<file path="src/rtl/arbitro_rr_pkg.sv">
// Shared constants for the round-robin VC-to-destination arbiter.
// State encodings stay plain logic constants so older debug tooling can decode them.
package arbitro_rr_pkg;

    localparam int NUM_Q = 4;

    localparam logic [1:0] IDLE  = 2'd0;
    localparam logic [1:0] ARB   = 2'd1;
    localparam logic [1:0] PAUSE = 2'd2;

    // The destination index is the top two bits of each word.
    function automatic int dst_msb(input int bitnumber);
        return bitnumber - 1;
    endfunction

    function automatic int dst_lsb(input int bitnumber);
        return bitnumber - 2;
    endfunction

    function automatic logic [NUM_Q-1:0] onehot4(input logic [1:0] idx);
        logic [NUM_Q-1:0] oh;
        oh = '0;
        oh[idx] = 1'b1;
        return oh;
    endfunction

endpackage

</file>
<file path="src/rtl/arbitro_rr_pick4.sv">
// Combinational round-robin picker: first set bit of eligible,
// scanning from ptr upward modulo 4.
module rr_pick4
    import arbitro_rr_pkg::*;
(
    input  logic [NUM_Q-1:0] eligible,
    input  logic [1:0]       ptr,
    output logic [NUM_Q-1:0] grant,
    output logic             valid
);

    logic [1:0] idx;

    always_comb begin
        grant = '0;
        valid = 1'b0;
        idx   = '0;
        for (int k = 0; k < NUM_Q; k++) begin
            idx = ptr + 2'(k);
            if (!valid && eligible[idx]) begin
                grant[idx] = 1'b1;
                valid      = 1'b1;
            end
        end
    end

endmodule

</file>
<file path="src/rtl/arbitro_rr.sv">
// Round-robin arbiter popping four source FIFOs and routing each returned
// word to one of four destination FIFOs by its two MSBs.
module arbitro_rr
    import arbitro_rr_pkg::*;
#(
    parameter int BITNUMBER = 6
) (
    input  logic                       clk,
    input  logic                       reset,
    input  logic [NUM_Q-1:0]           src_empty,
    input  logic [NUM_Q-1:0]           src_valid,
    input  logic [NUM_Q*BITNUMBER-1:0] src_data,
    input  logic [NUM_Q-1:0]           dst_pause,
    input  logic [NUM_Q-1:0]           dst_full,
    output logic [NUM_Q-1:0]           pop,
    output logic [NUM_Q-1:0]           push,
    output logic [BITNUMBER-1:0]       data_out,
    output logic [1:0]                 state,
    output logic [2:0]                 in_flight,
    output logic                       drop_error,
    output logic [7:0]                 word_count
);

    localparam int DMSB = dst_msb(BITNUMBER);
    localparam int DLSB = dst_lsb(BITNUMBER);

    logic [1:0]           rr_ptr;
    logic [1:0]           next_state;
    logic [NUM_Q-1:0]     eligible;
    logic [NUM_Q-1:0]     grant;
    logic                 grant_valid;
    logic [1:0]           grant_idx;
    logic                 issue;

    logic                 any_valid;
    logic                 multi_valid;
    logic [1:0]           sel;
    logic [BITNUMBER-1:0] word;
    logic [1:0]           dst;
    logic                 blocked;

    // A source popped this cycle is skipped next cycle: its empty flag lags by one.
    assign eligible = ~src_empty & ~pop;

    rr_pick4 u_pick (
        .eligible (eligible),
        .ptr      (rr_ptr),
        .grant    (grant),
        .valid    (grant_valid)
    );

    always_comb begin
        if (|dst_pause)
            next_state = PAUSE;
        else if (|eligible)
            next_state = ARB;
        else
            next_state = IDLE;
    end

    assign issue = (next_state == ARB) && grant_valid;

    always_comb begin
        grant_idx = '0;
        for (int k = 0; k < NUM_Q; k++)
            if (grant[k]) grant_idx = 2'(k);
    end

    // Return path: lowest set valid wins; more than one set is flagged as an error.
    always_comb begin
        sel = '0;
        for (int k = NUM_Q - 1; k >= 0; k--)
            if (src_valid[k]) sel = 2'(k);
    end

    assign any_valid   = |src_valid;
    assign multi_valid = (src_valid & (src_valid - 4'd1)) != '0;
    assign word        = src_data[int'(sel)*BITNUMBER +: BITNUMBER];
    assign dst         = word[DMSB:DLSB];
    assign blocked     = dst_full[dst];

    always_ff @(posedge clk) begin
        if (reset) begin
            state      <= IDLE;
            rr_ptr     <= '0;
            pop        <= '0;
            push       <= '0;
            data_out   <= '0;
            in_flight  <= '0;
            drop_error <= 1'b0;
            word_count <= '0;
        end else begin
            state     <= next_state;
            pop       <= issue ? grant : '0;
            in_flight <= in_flight + 3'(issue) - 3'(any_valid);
            push      <= '0;
            if (issue)
                rr_ptr <= grant_idx + 2'd1;
            if (any_valid) begin
                if (blocked) begin
                    drop_error <= 1'b1;
                end else begin
                    push       <= onehot4(dst);
                    data_out   <= word;
                    word_count <= word_count + 8'd1;
                end
                if (multi_valid)
                    drop_error <= 1'b1;
            end
        end
    end

endmodule

</file>
<file path="config.mk">
export PLATFORM = sky130hd
export DESIGN_NAME = arbitro_rr
export DESIGN_NICKNAME = d
export VERILOG_FILES = /design/src/rtl/arbitro_rr_pkg.sv /design/src/rtl/arbitro_rr_pick4.sv /design/src/rtl/arbitro_rr.sv
export SDC_FILE = /design/constraint.sdc
export NUM_CORES = 1
export LEC_CHECK = 0
export ABC_AREA = 1
export CORE_ASPECT_RATIO = 0.9
export CORE_UTILIZATION = 35
export DETAILED_ROUTE_END_ITERATION = 8
export PLACE_DENSITY_LB_ADDON = 0.15
export SYNTH_ARGS = -nofsm -noshare
export SYNTH_HDL_FRONTEND = slang
export SYNTH_SLANG_ARGS = --single-unit
export TNS_END_PERCENT = 20
</file>
<file path="constraint.sdc">
create_clock -name clk -period 2.7 [get_ports clk]
set_clock_uncertainty 0.05 [all_clocks]
set_input_delay 0.27 -clock clk [delete_from_list [all_inputs] [get_ports clk]]
set_output_delay 0.27 -clock clk [all_outputs]
set_load 0.02 [all_outputs]
</file>
Yosys cells after proc, flatten, opt, wreduce, memory -nomap -nowiden
Cells that the tools add are included.
{"block": "totals", "reg_bits": 30, "latchBits": 0, "ramBits": 0, "mem_bits_ro": 0, "input_bits": 42, "output_inout_bits": 28, "elab_cells": 99, "memories": 0}
{"block": "classes", "addsub": 8, "mul": 1, "n_div": 0, "order_cmp": 10, "n_eq_ne": 1, "shift": 1, "mux": 39, "bitwise": 10, "n_reduce_logical": 21}
{"operator": "$shiftx 24x6->6", "n": 1}
{"operator": "$mux 1", "n": 18}
{"operator": "$mux 4", "n": 4}
{"operator": "$lt 2x3->1 const B", "n": 5}
{"operator": "$mux 2", "n": 7}
{"operator": "$or 4x4->4", "n": 3}
{"operator": "$reduce_or 4->1", "n": 3}
{"operator": "$bmux 1 s2", "n": 5}
{"operator": "$demux 1 s2", "n": 5}
{"operator": "$ge 2x1->1 const B", "n": 5}
{"operator": "$logic_and 1x1->1", "n": 9}
{"operator": "$add 8x1->8 const B", "n": 1}
{"operator": "$and 4x4->4", "n": 2}
{"operator": "$not 4->4", "n": 2}
{"operator": "$add 2x1->2 const B", "n": 2}
{"operator": "$add 2x2->2 const B", "n": 2}
{"operator": "$mul 2x2->4 const B", "n": 1}
{"operator": "$reduce_and 2->1", "n": 2}
{"operator": "$reduce_bool 4->1", "n": 1}
{"operator": "$sub 4x1->4 const B", "n": 1}
{"operator": "$add 3x1->3", "n": 1}
{"operator": "$logic_not 1->1", "n": 3}
{"operator": "$not 1->1", "n": 3}
{"operator": "$reduce_or 3->1", "n": 1}
{"operator": "4 further kinds", "n": 4}

Depth between registers and ports, before layout
Gate-level depths: netlist of run 1.
{"block": "logic_depth", "ltp_word": 18, "mapped_depth": 15}

By module
A second synthesis of run 1 with hierarchy kept.
{"block": "hier_totals", "hier_cells": 310, "hier_area_um2": 2162.1}
{"mod": "arbitro_rr", "n_inst": 1, "cells_per_inst": 234, "area_per_inst_um2": 1742.9}
{"mod": "rr_pick4", "n_inst": 1, "cells_per_inst": 76, "area_per_inst_um2": 419.2}

Worst setup path before layout of run 1
Ideal clock, no wire load.
{"block": "synth_path", "path_type": "reg2reg", "startpoint": "reg pop[3]", "endpoint": "reg in_flight[2]", "arrival_time_ns": 1.952, "t_required_ns": 2.578, "path_slack_ns": 0.626, "stages_incl_launch_ff": 12, "n_path_buf": 0, "synth_period_minus_slack_ns": 2.074, "path_cell_list": "dfxtp_1 > nor2_1 > nor3_1 > o21ai_0 > and2_1 > inv_1 > nand2_1 > nand2_1 > ha_1 > fa_1 > or2_2 > a21oi_1"}
{"block": "synth_between", "elab_chain_cells": 17, "word_cells_on_any_way": 27, "classes_between": "add/sub: 2; eq/ne: 1; mux: 14; bitwise: 2; reduce/logical: 8"}
{"item": "start: declaration", "line": "arbitro_rr.sv:15", "rtl": "output logic [NUM_Q-1:0] pop,"}
{"item": "start signal: assignment", "line": "arbitro_rr.sv:94", "rtl": "pop <= issue ? grant : '0;"}
{"item": "$not 4->4 *", "line": "arbitro_rr.sv:43", "rtl": "assign eligible = ~src_empty & ~pop;"}
{"item": "$and 4x4->4 *", "line": "arbitro_rr.sv:43"}
{"item": "$bmux 1 s2", "line": "arbitro_rr_pick4.sv:20", "rtl": "if (!valid && eligible[idx]) begin"}
{"item": "$mux 1 (implied by the code)", "line": "arbitro_rr_pick4.sv:20"}
{"item": "$mux 1", "line": "arbitro_rr_pick4.sv:20"}
{"item": "$logic_not 1->1", "line": "arbitro_rr_pick4.sv:20"}
{"item": "$logic_and 1x1->1", "line": "arbitro_rr_pick4.sv:20"}
{"item": "$mux 1", "line": "arbitro_rr_pick4.sv:20"}
{"item": "$logic_not 1->1", "line": "arbitro_rr_pick4.sv:20"}
{"item": "$logic_and 1x1->1", "line": "arbitro_rr_pick4.sv:20"}
{"item": "$mux 1", "line": "arbitro_rr_pick4.sv:20"}
{"item": "$logic_not 1->1", "line": "arbitro_rr_pick4.sv:20"}
{"item": "$logic_and 1x1->1", "line": "arbitro_rr_pick4.sv:20"}
{"item": "$mux 1", "line": "arbitro_rr_pick4.sv:20"}
{"item": "$logic_and 1x1->1 *", "line": "arbitro_rr.sv:61", "rtl": "assign issue = (next_state == ARB) && grant_valid;"}
{"item": "$add 3x1->3 *", "line": "arbitro_rr.sv:95", "rtl": "in_flight <= in_flight + 3'(issue) - 3'(any_valid);"}
{"item": "$sub 3x1->3 *", "line": "arbitro_rr.sv:95"}
{"item": "end signal: assignment", "line": "arbitro_rr.sv:95"}
{"item": "end: declaration", "line": "arbitro_rr.sv:19", "rtl": "output logic [2:0] in_flight,"}
Mark *: on every way between the ends. The rest lies on a longest branch, timed or not. The select of a mux whose other input is x is not followed.
A chain may end at the register's enable or synchronous reset.

Worst setup path after layout of run 1
{"block": "layout_path", "startpoint": "in dst_pause[1]", "endpoint": "reg in_flight[2]"}
{"block": "layout_between", "elab_chain_cells": 6}
{"item": "start: declaration", "line": "arbitro_rr.sv:13", "rtl": "input logic [NUM_Q-1:0] dst_pause,"}
{"item": "$reduce_or 4->1", "line": "arbitro_rr.sv:53", "rtl": "if (|dst_pause)"}
{"item": "$mux 2", "line": "arbitro_rr.sv:53"}
{"item": "$eq 2x1->1", "line": "arbitro_rr.sv:61"}
{"item": "$logic_and 1x1->1", "line": "arbitro_rr.sv:61"}
{"item": "$add 3x1->3", "line": "arbitro_rr.sv:95"}
{"item": "$sub 3x1->3", "line": "arbitro_rr.sv:95"}
Every way passes these cells.

==> results of run 1 <==
## cell type report
class / instances / area, um^2
inverters: 37 / 141
flip-flops and latches: 30 / 601
repair buffers: 74 / 728
clock inverters: 1 / 5.00
clock buffers: 7 / 86.3
well taps: 70 / 87.6
fillers: 597 / 2820
multi-input cells: 225 / 1260
## critical path, cell delays in order
cell,delay [ps]
clkdlybuf4s50_1,400
nor4_1,380
and2_1,210
inv_1,90
nand2_1,110
nand2_1,70
ha_1,190
fa_1,370
or2_2,300
a21oi_1,120
## state kept, by name, indices dropped and copies added, names as in the netlist
| signal | count |
|---|---|
| rr_ptr | 2 |
| data_out | 6 |
| push | 4 |
| pop | 4 |
| in_flight | 3 |
| state | 2 |
| word_count | 8 |
| drop_error | 1 |
## routing by layer
layer  share of wire (%)  vias up  routed length, um  GRT usage (%)
li1                    -     1108                  -              -
met1                  51      894               2580           22.3
met2                  42       54               2130           26.1
met3                 5.8        3                291           4.17
met4                0.54        0                 27           3.64
met5                   0        -                  0              0
## worst paths after layout
path	from	endpoint	slack, ps
worst max-delay path	dst_pause[1]	in_flight[2]	340
worst min-delay path	drop_error	drop_error	410
worst min register to register	drop_error	drop_error	410
worst max register to register	pop[3]	in_flight[2]	510
## stage by stage
stage	worst slack, ps	total power [mW]	cell area (um^2)	hold slack [ps]
3_3_place_gp	152	0.911	2820	398
6_report	342	1.27	2910	406
2_1_floorplan	626	0.769	2090	347
3_5_place_dp	53.9	0.916	2820	400
4_1_cts	333	1.28	2910	409
5_1_grt	124	1.35	2910	421
## kinds of logic after synthesis
| group | synth area share, % |
|---|---|
| AND/OR/NAND/NOR | 39.9 |
| buffers and inverters | 10.9 |
| AO/OA/AOI/OAI | 10.6 |
| flip-flops | 28.8 |
| adder cells (fa/ha/maj) | 6.95 |
| XOR/XNOR | 2.94 |
## cells in the final DEF (no fill, tap or decap), types with 2 or more instances in the layout
cell type	Yosys	final
a21oi_2	6	6
ha_1	10	10
nand4_1	3	3
o21ai_0	11	11
clkdlybuf4s50_1	0	69
nand2_4	5	5
nor2_4	2	2
inv_2	3	3
nand2_2	12	12
clkbuf_8	2	6
xor2_1	6	6
nand3_1	34	34
a21oi_1	14	14
nor2_1	30	30
o22ai_1	4	4
nor3_2	3	3
inv_1	33	33
nand3_2	2	2
nor3_1	3	3
dfxtp_1	30	30
buf_4	0	5
nand2_1	71	71
## power by group through the flow
stage	Sequential (mW)	Clock, mW	Combinational [mW]
6_report	0.496	0.369	0.409
3_5_place_dp	0.505	0	0.411
2_1_floorplan	0.541	0	0.228
4_1_cts	0.496	0.375	0.413
5_1_grt	0.500	0.394	0.452
3_3_place_gp	0.504	0	0.407
==> summary.md, run 1 <==
| Metric | Value |
|---|---|
| Status | complete, no violations |
| Clock Power Share | 29.0% |
| Routed WL | 5.03 mm |
| Slew Limit Headroom | 75.2% |
| Setup TNS | 0 ps |
| Sequential area share after synthesis | 28.8% |
| Area grow syn2layout | 39.4% |
| CTS hold repair buffers | 0 |
| Remaining DRCs | 0 |
| Sink Count | 30 |
| Average cell area after synthesis | 6.98 um^2 |
| Total grt overflow | 0 |
| Largest area contributor in the netlist | dfxtp_1 |
| Placed cells | 436 |
| Post-synthesis net count | 352 |
| Reg clk slew, reported paths | 60 ps |
| Post-CTS Repair Setup Buffers | 0 |
| Synth area leaders | dfxtp_1 (29%), nand2_1 (13%), nand3_1 (8.2%) |
| CP max FO | 5 |
| Largest net degree at the start of global routing | 18 |
| H-tree depth | 2 |
| Die area | 6280 um^2 |
| Worst Hold Depth | 2 |
| Worst vdd ir | 0.000252 V |
| First-pass GRT wire length | 8.21 mm |
| Highest clock rate | 424 MHz |
| Static Leak | 1.25 nW |
| Pint | 0.864 mW |
| Clock root cell | clkbuf_8 |
| Final Wtd Congestion | 0.816 |
| Worst Reg-to-Reg Cells | 11 |
| YS warnings | 0 |
| Final HPWL DP | 3.92 mm |
| Number of distinct library cells after synthesis | 33 |
| Routed Antenna Nets | 0 |
| Worst EP arrival | 2520 ps |
| Net count, final | 426 |
| Asr flop ratio synth | 0% |
| Cts repair resizes | 0 |
| Yosys top cell area share | 28.8% |
| Diode count | 0 |
| Core Region | 5730 um^2 |
| HP Class | flop to flop |
| Vias in the first global route | 1,791 |
| Max-slew violations | 0 |
| Initial antenna violation count | 0 |
| Most frequent cell after synthesis | nand2_1 |
| GRT Total Usage | 16.3% |
| Gate power share | 32.1% |
| Post-synth top cells | nand2_1 (71), nand3_1 (34), inv_1 (33), dfxtp_1 (30), nor2_1 (30) |
| FF+latch count, synth | 30 |
| I/O pin count | 70 |
| Non-filler cells, final | 444 |
| # setup viols final | 0 |
| DR WL/cell | 11.3 um |
| DRT Pass-1 Iters | 4 |
| Chip width | 83.4 um |
| Syn Inst Count | 299 |
| RSZ-0062 raised after global routing | false |
| Mapped Area | 2090 um^2 |
| Vias per cell | 4.64 |
| CP Launch Type | primary input |
| Drt first-iter violations | 67 |
| CP Class | primary input to flop |
| Critical Path End Type | flop |
| IO Port Bufs | 69 |
| CTS tree | done |
| Power Dens Cells | 438 nW/um^2 |
| Sw Share | 32.1% |
| Vias | 2,059 |
| Worst slew pin tran | 369 ps |
| Final min period | 2360 ps |
| Fin. Hold Viols | 0 |
| Clk Latency, worst-skew pair | 280 ps |
| Final Core Density | 50.8% |
| Max cap viols | 0 |
| Initial core utilization | 36.5% |
| Flop pwr share | 38.9% |
| Rows | 26 |
| Share of cells above drive strength 1 | 13.1% |
| CP required | 2860 ps |
| Top FF cell, synth | dfxtp_1 |
| Number of CTS-inserted buffers | 5 |
| Period utilization | 87.3% |
| Max Root-Sink Buffers | 2 |
| Die Y | 75.3 um |
| Number of synthesized flops with an enable pin | 0 |
| Switching power of the nets | 0.409 mW |
Note: power is estimated with default switching activity, not from simulation.
==> inputs of run 2 (changes only) <==
--- a/config.mk
+++ b/config.mk
@@ -6,8 +6,11 @@
 export NUM_CORES = 1
 export LEC_CHECK = 0
 export ABC_AREA = 1
+export CELL_PAD_IN_SITES_DETAIL_PLACEMENT = 0
+export CELL_PAD_IN_SITES_GLOBAL_PLACEMENT = 1
 export CORE_ASPECT_RATIO = 0.9
-export CORE_UTILIZATION = 35
+export CORE_UTILIZATION = 33
+export CTS_BUF_LIST = sky130_fd_sc_hd__clkbuf_4
 export DETAILED_ROUTE_END_ITERATION = 8
 export PLACE_DENSITY_LB_ADDON = 0.15
 export SYNTH_ARGS = -nofsm -noshare
==> run 2 against run 1 <==
Highest routed layer unchanged. First-iteration DRC count grew 18%. Core utilization shrank 3.5 points. Clock power is 30% lower. Setup slack better by 190 ps. Critical endpoint unchanged. Wire length increased by 1.3%. Worst hold slack worse by 6.0 ps. Register-to-register slack better by 80 ps.
==> summary.md, run 2 (same netlist as run 1, synthesis figures left out) <==
| Metric | Value |
|---|---|
| DR WL/cell | 11.0 um (-2.5%) |
| Number of CTS-inserted buffers | 5 (unchanged) |
| Share of cells above drive strength 1 | 13.1% (unchanged) |
| First-pass GRT wire length | 8.53 mm (+3.9%) |
| Commonest non-fill, non-tap cell in the layout | nand2_1 |
| # setup viols final | 0 (unchanged) |
| Delay-heaviest family, CP | simple AND/OR/NAND/NOR gates |
| Register bank with the most flops | word_count |
| HP Class | flop to flop |
| CP Depth | 10 (unchanged) |
| Drt first-iter violations | 79 (+18%) |
| Worst-path cell chain | clkdlybuf4s50_1 > nor4_1 > and2_1 > inv_1 > nand2_1 > nand2_1 > ha_1 > fa_1 > or2_2 > a21oi_1 |
| Worst slew pin tran | 335 ps (-34.0 ps) |
| Routed WL | 5.09 mm (+1.3%) |
| Vias | 2,083 (+1.2%) |
| Max FFs per register | 8 (unchanged) |
| Pwr Total | 1.16 mW (-8.9%) |
| Status | complete, no violations |
| Max-slew violations | 0 (unchanged) |
| CTS hold repair buffers | 0 (unchanged) |
| Post-CTS Repair Setup Buffers | 0 (unchanged) |
| Reg clk slew, reported paths | 80 ps (+20 ps) |
| CP Launch Type | primary input |
| Fillcell total | 634 (+6.2%) |
| RSZ-0062 raised after global routing | false |
| Period utilization | 80.4% (-6.9 points) |
| CP Class | primary input to flop |
| Power Dens Cells | 401 nW/um^2 (-8.4%) |
| Slew Limit Headroom | 77.7% (+2.5 points) |
| CTS tree | done |
| Static Leak | 1.24 nW (-1.3%) |
| Worst Reg-to-Reg Cells | 11 (unchanged) |
| Cts repair resizes | 0 (unchanged) |
| Leading cell types in the layout, fill and taps excluded | nand2_1 (71), clkdlybuf4s50_1 (69), nand3_1 (34) |
| Max cap viols | 0 (unchanged) |
| CP required | 2910 ps (+50 ps) |
| Vias per cell | 4.52 (-2.6%) |
| Chip width | 85.8 um (+2.9%) |
| CP max FO | 2 (-3) |
| Crit path top cell by count | nand2_1 |
| Highest clock rate | 461 MHz (+8.6%) |
| Final Wtd Congestion | 0.818 (+0.23%) |
| Rows | 27 (+3.8%) |
| I/O pin count | 70 (unchanged) |
| Net count, final | 426 (unchanged) |
| Worst vdd ir | 0.000319 V (+27%) |
| Fin. Hold Viols | 0 (unchanged) |
| Clk Latency, worst-skew pair | 340 ps (+60 ps) |
| Total grt overflow | 0 (unchanged) |
| GRT Total Usage | 16.0% (-0.32 points) |
| Vias in the first global route | 1,907 (+6.5%) |
| Worst Hold Depth | 2 (unchanged) |
| Die Y | 77.4 um (+2.9%) |
| Critical Path End Type | flop |
| Buffers and inverters on the worst path | 2 (unchanged) |
| Core Region | 6110 um^2 (+6.8%) |
| Die area | 6650 um^2 (+5.9%) |
| Max Root-Sink Buffers | 2 (unchanged) |
| Worst EP arrival | 2380 ps (-140 ps) |
| Crit-path slowest cell | clkdlybuf4s50_1 |
| Remaining DRCs | 0 (unchanged) |
| Initial antenna violation count | 0 (unchanged) |
| Critical Path Max Stage Delay | 400 ps (about the same) |
| Diode count | 0 (unchanged) |
| Initial core utilization | 34.1% (-2.3 points) |
| Largest net degree at the start of global routing | 27 (+9) |
| Final HPWL DP | 3.92 mm (about the same) |
| Clock root cell | clkbuf_4 |
| Routed Antenna Nets | 0 (unchanged) |
| Area grow syn2layout | 38.6% |
| Biggest regs | word_count: 8 flops, data_out: 6 flops |
| IO Port Bufs | 69 (unchanged) |
| Setup TNS | 0 ps (unchanged) |
| H-tree depth | 2 (unchanged) |
| DRT Pass-1 Iters | 4 (unchanged) |
| Final min period | 2170 ps (-187 ps) |
| Sink Count | 30 (unchanged) |
run 2: layer usage:
layer	part of all wire [%]	global-route usage, %	wire length (um)
met2	42	25.3	2120
met4	0.90	4.00	46
met1	52	21.7	2650
met3	5.4	3.83	276
met5	0	0	0
run 2: layout make-up:
cell class / count / area [um^2] / area share, %
Multi-Input combinational cell: 225 / 1260 / 43.6
Timing Repair Buffer: 74 / 728 / 25.2
Sequential cell: 30 / 601 / 20.8
Inverter: 37 / 141 / 4.89
Tap cell: 87 / 109 / 3.76
Clock buffer: 6 / 45.0 / 1.56
Clock inverter: 2 / 8.76 / 0.303
run 2: tightest hold or removal path: cells and delay by family, from the launching register on:
family	cells	cell delay, ps
flops	1	310
compound gates	1	50
buf+inv	1	40
run 2: worst paths after layout:
path / end / start / slack (ps)
worst min register to register: drop_error / drop_error / 400
worst min-delay path: drop_error / drop_error / 400
worst max register to register: in_flight[2] / pop[3] / 590
worst max-delay path: in_flight[2] / dst_pause[1] / 530
run 2: power breakdown:
group	switching [mW]	internal, mW
clock	0.150	0.108
sequential	0.0211	0.473
combinational	0.224	0.184
run 2: stage by stage:
step	util [%]	area [um^2]	cells	setup WS (ps)	hold WS, ps
CTS	47.3	2890	461	504	405
global placement	46.4	2840	453	204	390
finish	47.3	2890	461	530	400
floorplan	-	2090	299	626	347
detailed placement	46.4	2840	453	175	392
global route	47.3	2890	461	339	437
==> inputs of run 3 (changes only) <==
--- a/config.mk
+++ b/config.mk
@@ -9,7 +9,7 @@
 export CELL_PAD_IN_SITES_DETAIL_PLACEMENT = 0
 export CELL_PAD_IN_SITES_GLOBAL_PLACEMENT = 1
 export CORE_ASPECT_RATIO = 0.9
-export CORE_UTILIZATION = 33
+export CORE_UTILIZATION = 30
 export CTS_BUF_LIST = sky130_fd_sc_hd__clkbuf_4
 export DETAILED_ROUTE_END_ITERATION = 8
 export PLACE_DENSITY_LB_ADDON = 0.15
==> constraint.sdc (replaced) <==
create_clock -name clk -period 1.8 [get_ports clk]
set_clock_uncertainty 0.05 [all_clocks]
set_input_delay 0.18 -clock clk [delete_from_list [all_inputs] [get_ports clk]]
set_output_delay 0.18 -clock clk [all_outputs]
set_load 0.02 [all_outputs]
==> run 3 against run 2 <==
The flow now finishes with violations (setup timing). Non-clock buffer count rose by 39. Count of clock-buffer cells in the layout did not move. Sequential power rose by 50%. Sequential cell count did not move. Wire length rose by 15%. Combinational power rose by 84%. Via count rose by 7.2%. Setup slack got worse by 690 ps. Die area rose by 9.7%. Sequential share of layout area fell by 2.4 points. Critical endpoint unchanged. Largest cell class unchanged.
==> summary.md, run 3 (same netlist as run 1, synthesis figures left out) <==
| Metric | Value |
|---|---|
| Die area | 7290 um^2 (+9.7%) |
| Placed cells | 485 (+7.1%) |
| Remaining DRCs | 0 (unchanged) |
| Total grt overflow | 0 (unchanged) |
| Sink Count | 30 (unchanged) |
| Highest clock rate | 510 MHz |
| Share of cells above drive strength 1 | 27.6% (+15 points) |
| Post-route setup slack | -161 ps (-690 ps) |
| Routed WL | 5.88 mm (+15%) |
| I/O pin count | 70 (unchanged) |
| Violated checks | setup timing |
| Fillcell total | 692 (+9.1%) |
| Worst vdd ir | 0.000301 V (-5.9%) |
| Max cap viols | 0 (unchanged) |
| Net count, final | 465 (+9.2%) |
| Final HPWL DP | 4.37 mm (+11%) |
| Initial antenna violation count | 0 (unchanged) |
| Worst slew pin tran | 316 ps (-19.4 ps) |
| Vias | 2,234 (+7.2%) |
| Die Y | 81.1 um (+4.8%) |
| CP max FO | 2 (unchanged) |
| Vias in the first global route | 2,084 (+9.3%) |
| CP required | 2010 ps (-900 ps) |
| CTS tree | done |
| Biggest regs | word_count: 8 flops, data_out: 6 flops |
| H-tree depth | 2 (unchanged) |
| Power Dens Cells | 560 nW/um^2 (+40%) |
| Fin Hold WS | 312 ps (-88.2 ps) |
| Crit path top cell by count | nand2_2 |
| Initial core utilization | 31.4% (-2.8 points) |
| Worst-path cell chain | clkdlybuf4s50_1 > nor4_2 > and2_4 > inv_2 > nand2_2 > nand2_2 > ha_4 > fa_2 > or2_4 > a21oi_2 |
| Clk Latency, worst-skew pair | 330 ps (about the same) |
| Leading cell types in the layout, fill and taps excluded | nand2_1 (66), clkdlybuf4s50_1 (60), buf_4 (42) |
| Final Core Density | 50.2% (+2.9 points) |
| Clock root cell | clkbuf_4 |
| Reg clk slew, reported paths | 90 ps (about the same) |
| Number of CTS-inserted buffers | 5 (unchanged) |
| DR WL/cell | 11.7 um (+5.8%) |
| Commonest non-fill, non-tap cell in the layout | nand2_1 |
| Register bank with the most flops | word_count |
| Pwr Total | 1.87 mW (+61%) |
| Drt first-iter violations | 87 (+10%) |
| Crit-path slowest cell | clkdlybuf4s50_1 |
| Area grow syn2layout | 60.1% |
| Status | finished, violations left |
| Final Wtd Congestion | 0.767 (-6.3%) |
| GRT Total Usage | 16.8% (+0.84 points) |
| Final min period | 1960 ps |
| Max-slew violations | 0 (unchanged) |
| Max Root-Sink Buffers | 2 (unchanged) |
| Largest net degree at the start of global routing | 18 (-33%) |
| Core Region | 6660 um^2 (+8.9%) |
| Max FFs per register | 8 (unchanged) |
| Vias per cell | 4.44 (-1.7%) |
| Critical Path End Type | flop |
| IO Port Bufs | 69 (unchanged) |
| Fin. Hold Viols | 0 (unchanged) |
| Routed Antenna Nets | 0 (unchanged) |
| DRT Pass-1 Iters | 4 (unchanged) |
| Period utilization | 109% |
| HP Class | primary input to flop |
| Non-filler cells, final | 503 (+9.1%) |
| Slew Limit Headroom | 78.8% (+1.1 points) |
| Static Leak | 1.49 nW (+21%) |
| Rows | 28 (+3.7%) |
| CP Class | primary input to flop |
| First-pass GRT wire length | 9.68 mm (+14%) |
| # setup viols final | 2 (+2) |
| CTS hold repair buffers | 0 (unchanged) |
| Diode count | 0 (unchanged) |
| CP Launch Type | primary input |
| Worst EP arrival | 2170 ps (-210 ps) |
| RSZ-0062 raised after global routing | true |
| Critical Path Max Stage Delay | 420 ps (+20 ps) |
| Chip width | 89.9 um (+4.8%) |
## run 3: cell types whose count changed in the layout (fill, tap and decap cells not counted), sizes merged
cell | previous run | this run
clkdlybuf4s50 | 69 | 60
dlymetal6s2s | 0 | 4
dlygate4sd2 | 0 | 5
buf | 5 | 44
## run 3: cell type report
class                           instances  area, um^2  share of cell area (%)
Multi-Input combinational cell        225        1370                    41.0
Sequential cell                        30         612                    18.3
Clock buffer                            6        45.0                    1.35
Tap cell                               90         113                    3.37
Inverter                               37         141                    4.23
Clock inverter                          2        8.76                   0.262
Timing Repair Buffer                  113        1050                    31.4
## run 3: repair_timing
action | CTS | global route
cloned | 0 | 0
pin swaps | 8 | 2
buffers inserted | 10 | 0
gates resized for setup | 15 | 12
setup endpoints to repair | 6 | 25
## run 3: critical path: cells and delay by family
kind | cells | cell delay, ps
adders and majority gates | 2 | 500
and+or+nand+nor | 5 | 910
buffers and inverters | 2 | 460
AOI/OAI and AO/OA | 1 | 120
## run 3: path summary, 6_finish.rpt
kind / from / end / slack (ps) / cells past startpoint
min: src_valid[1] / drop_error / 310 / 5
max: dst_pause[3] / in_flight[2] / -160 / 10
min reg2reg: drop_error / drop_error / 400 / 2
max reg2reg: pop[0] / in_flight[2] / -150 / 10
## run 3: metal layers
metal	wire length, um	vias up	track usage [%]
met5	0	-	0
met4	34	0	2.90
met3	260	5	4.49
met2	2620	56	27.3
met1	2960	992	22.7
li1	-	1181	-
## run 3: where the power goes
| part | internal [mW] | switching, mW |
|---|---|---|
| registers | 0.706 | 0.0334 |
| logic | 0.368 | 0.383 |
| clock network | 0.161 | 0.220 |
## run 3: per-stage QoR
| step | instance area [um^2] | TNS [ps] | worst slack [ps] |
|---|---|---|---|
| detailed placement | 3130 | -7420 | -512 |
| global placement | 3130 | -6840 | -476 |
| floorplan | 2130 | -190 | -86.9 |
| CTS | 3300 | -108 | -89.2 |
| finish | 3340 | -207 | -161 |
| global route | 3340 | -580 | -245 |
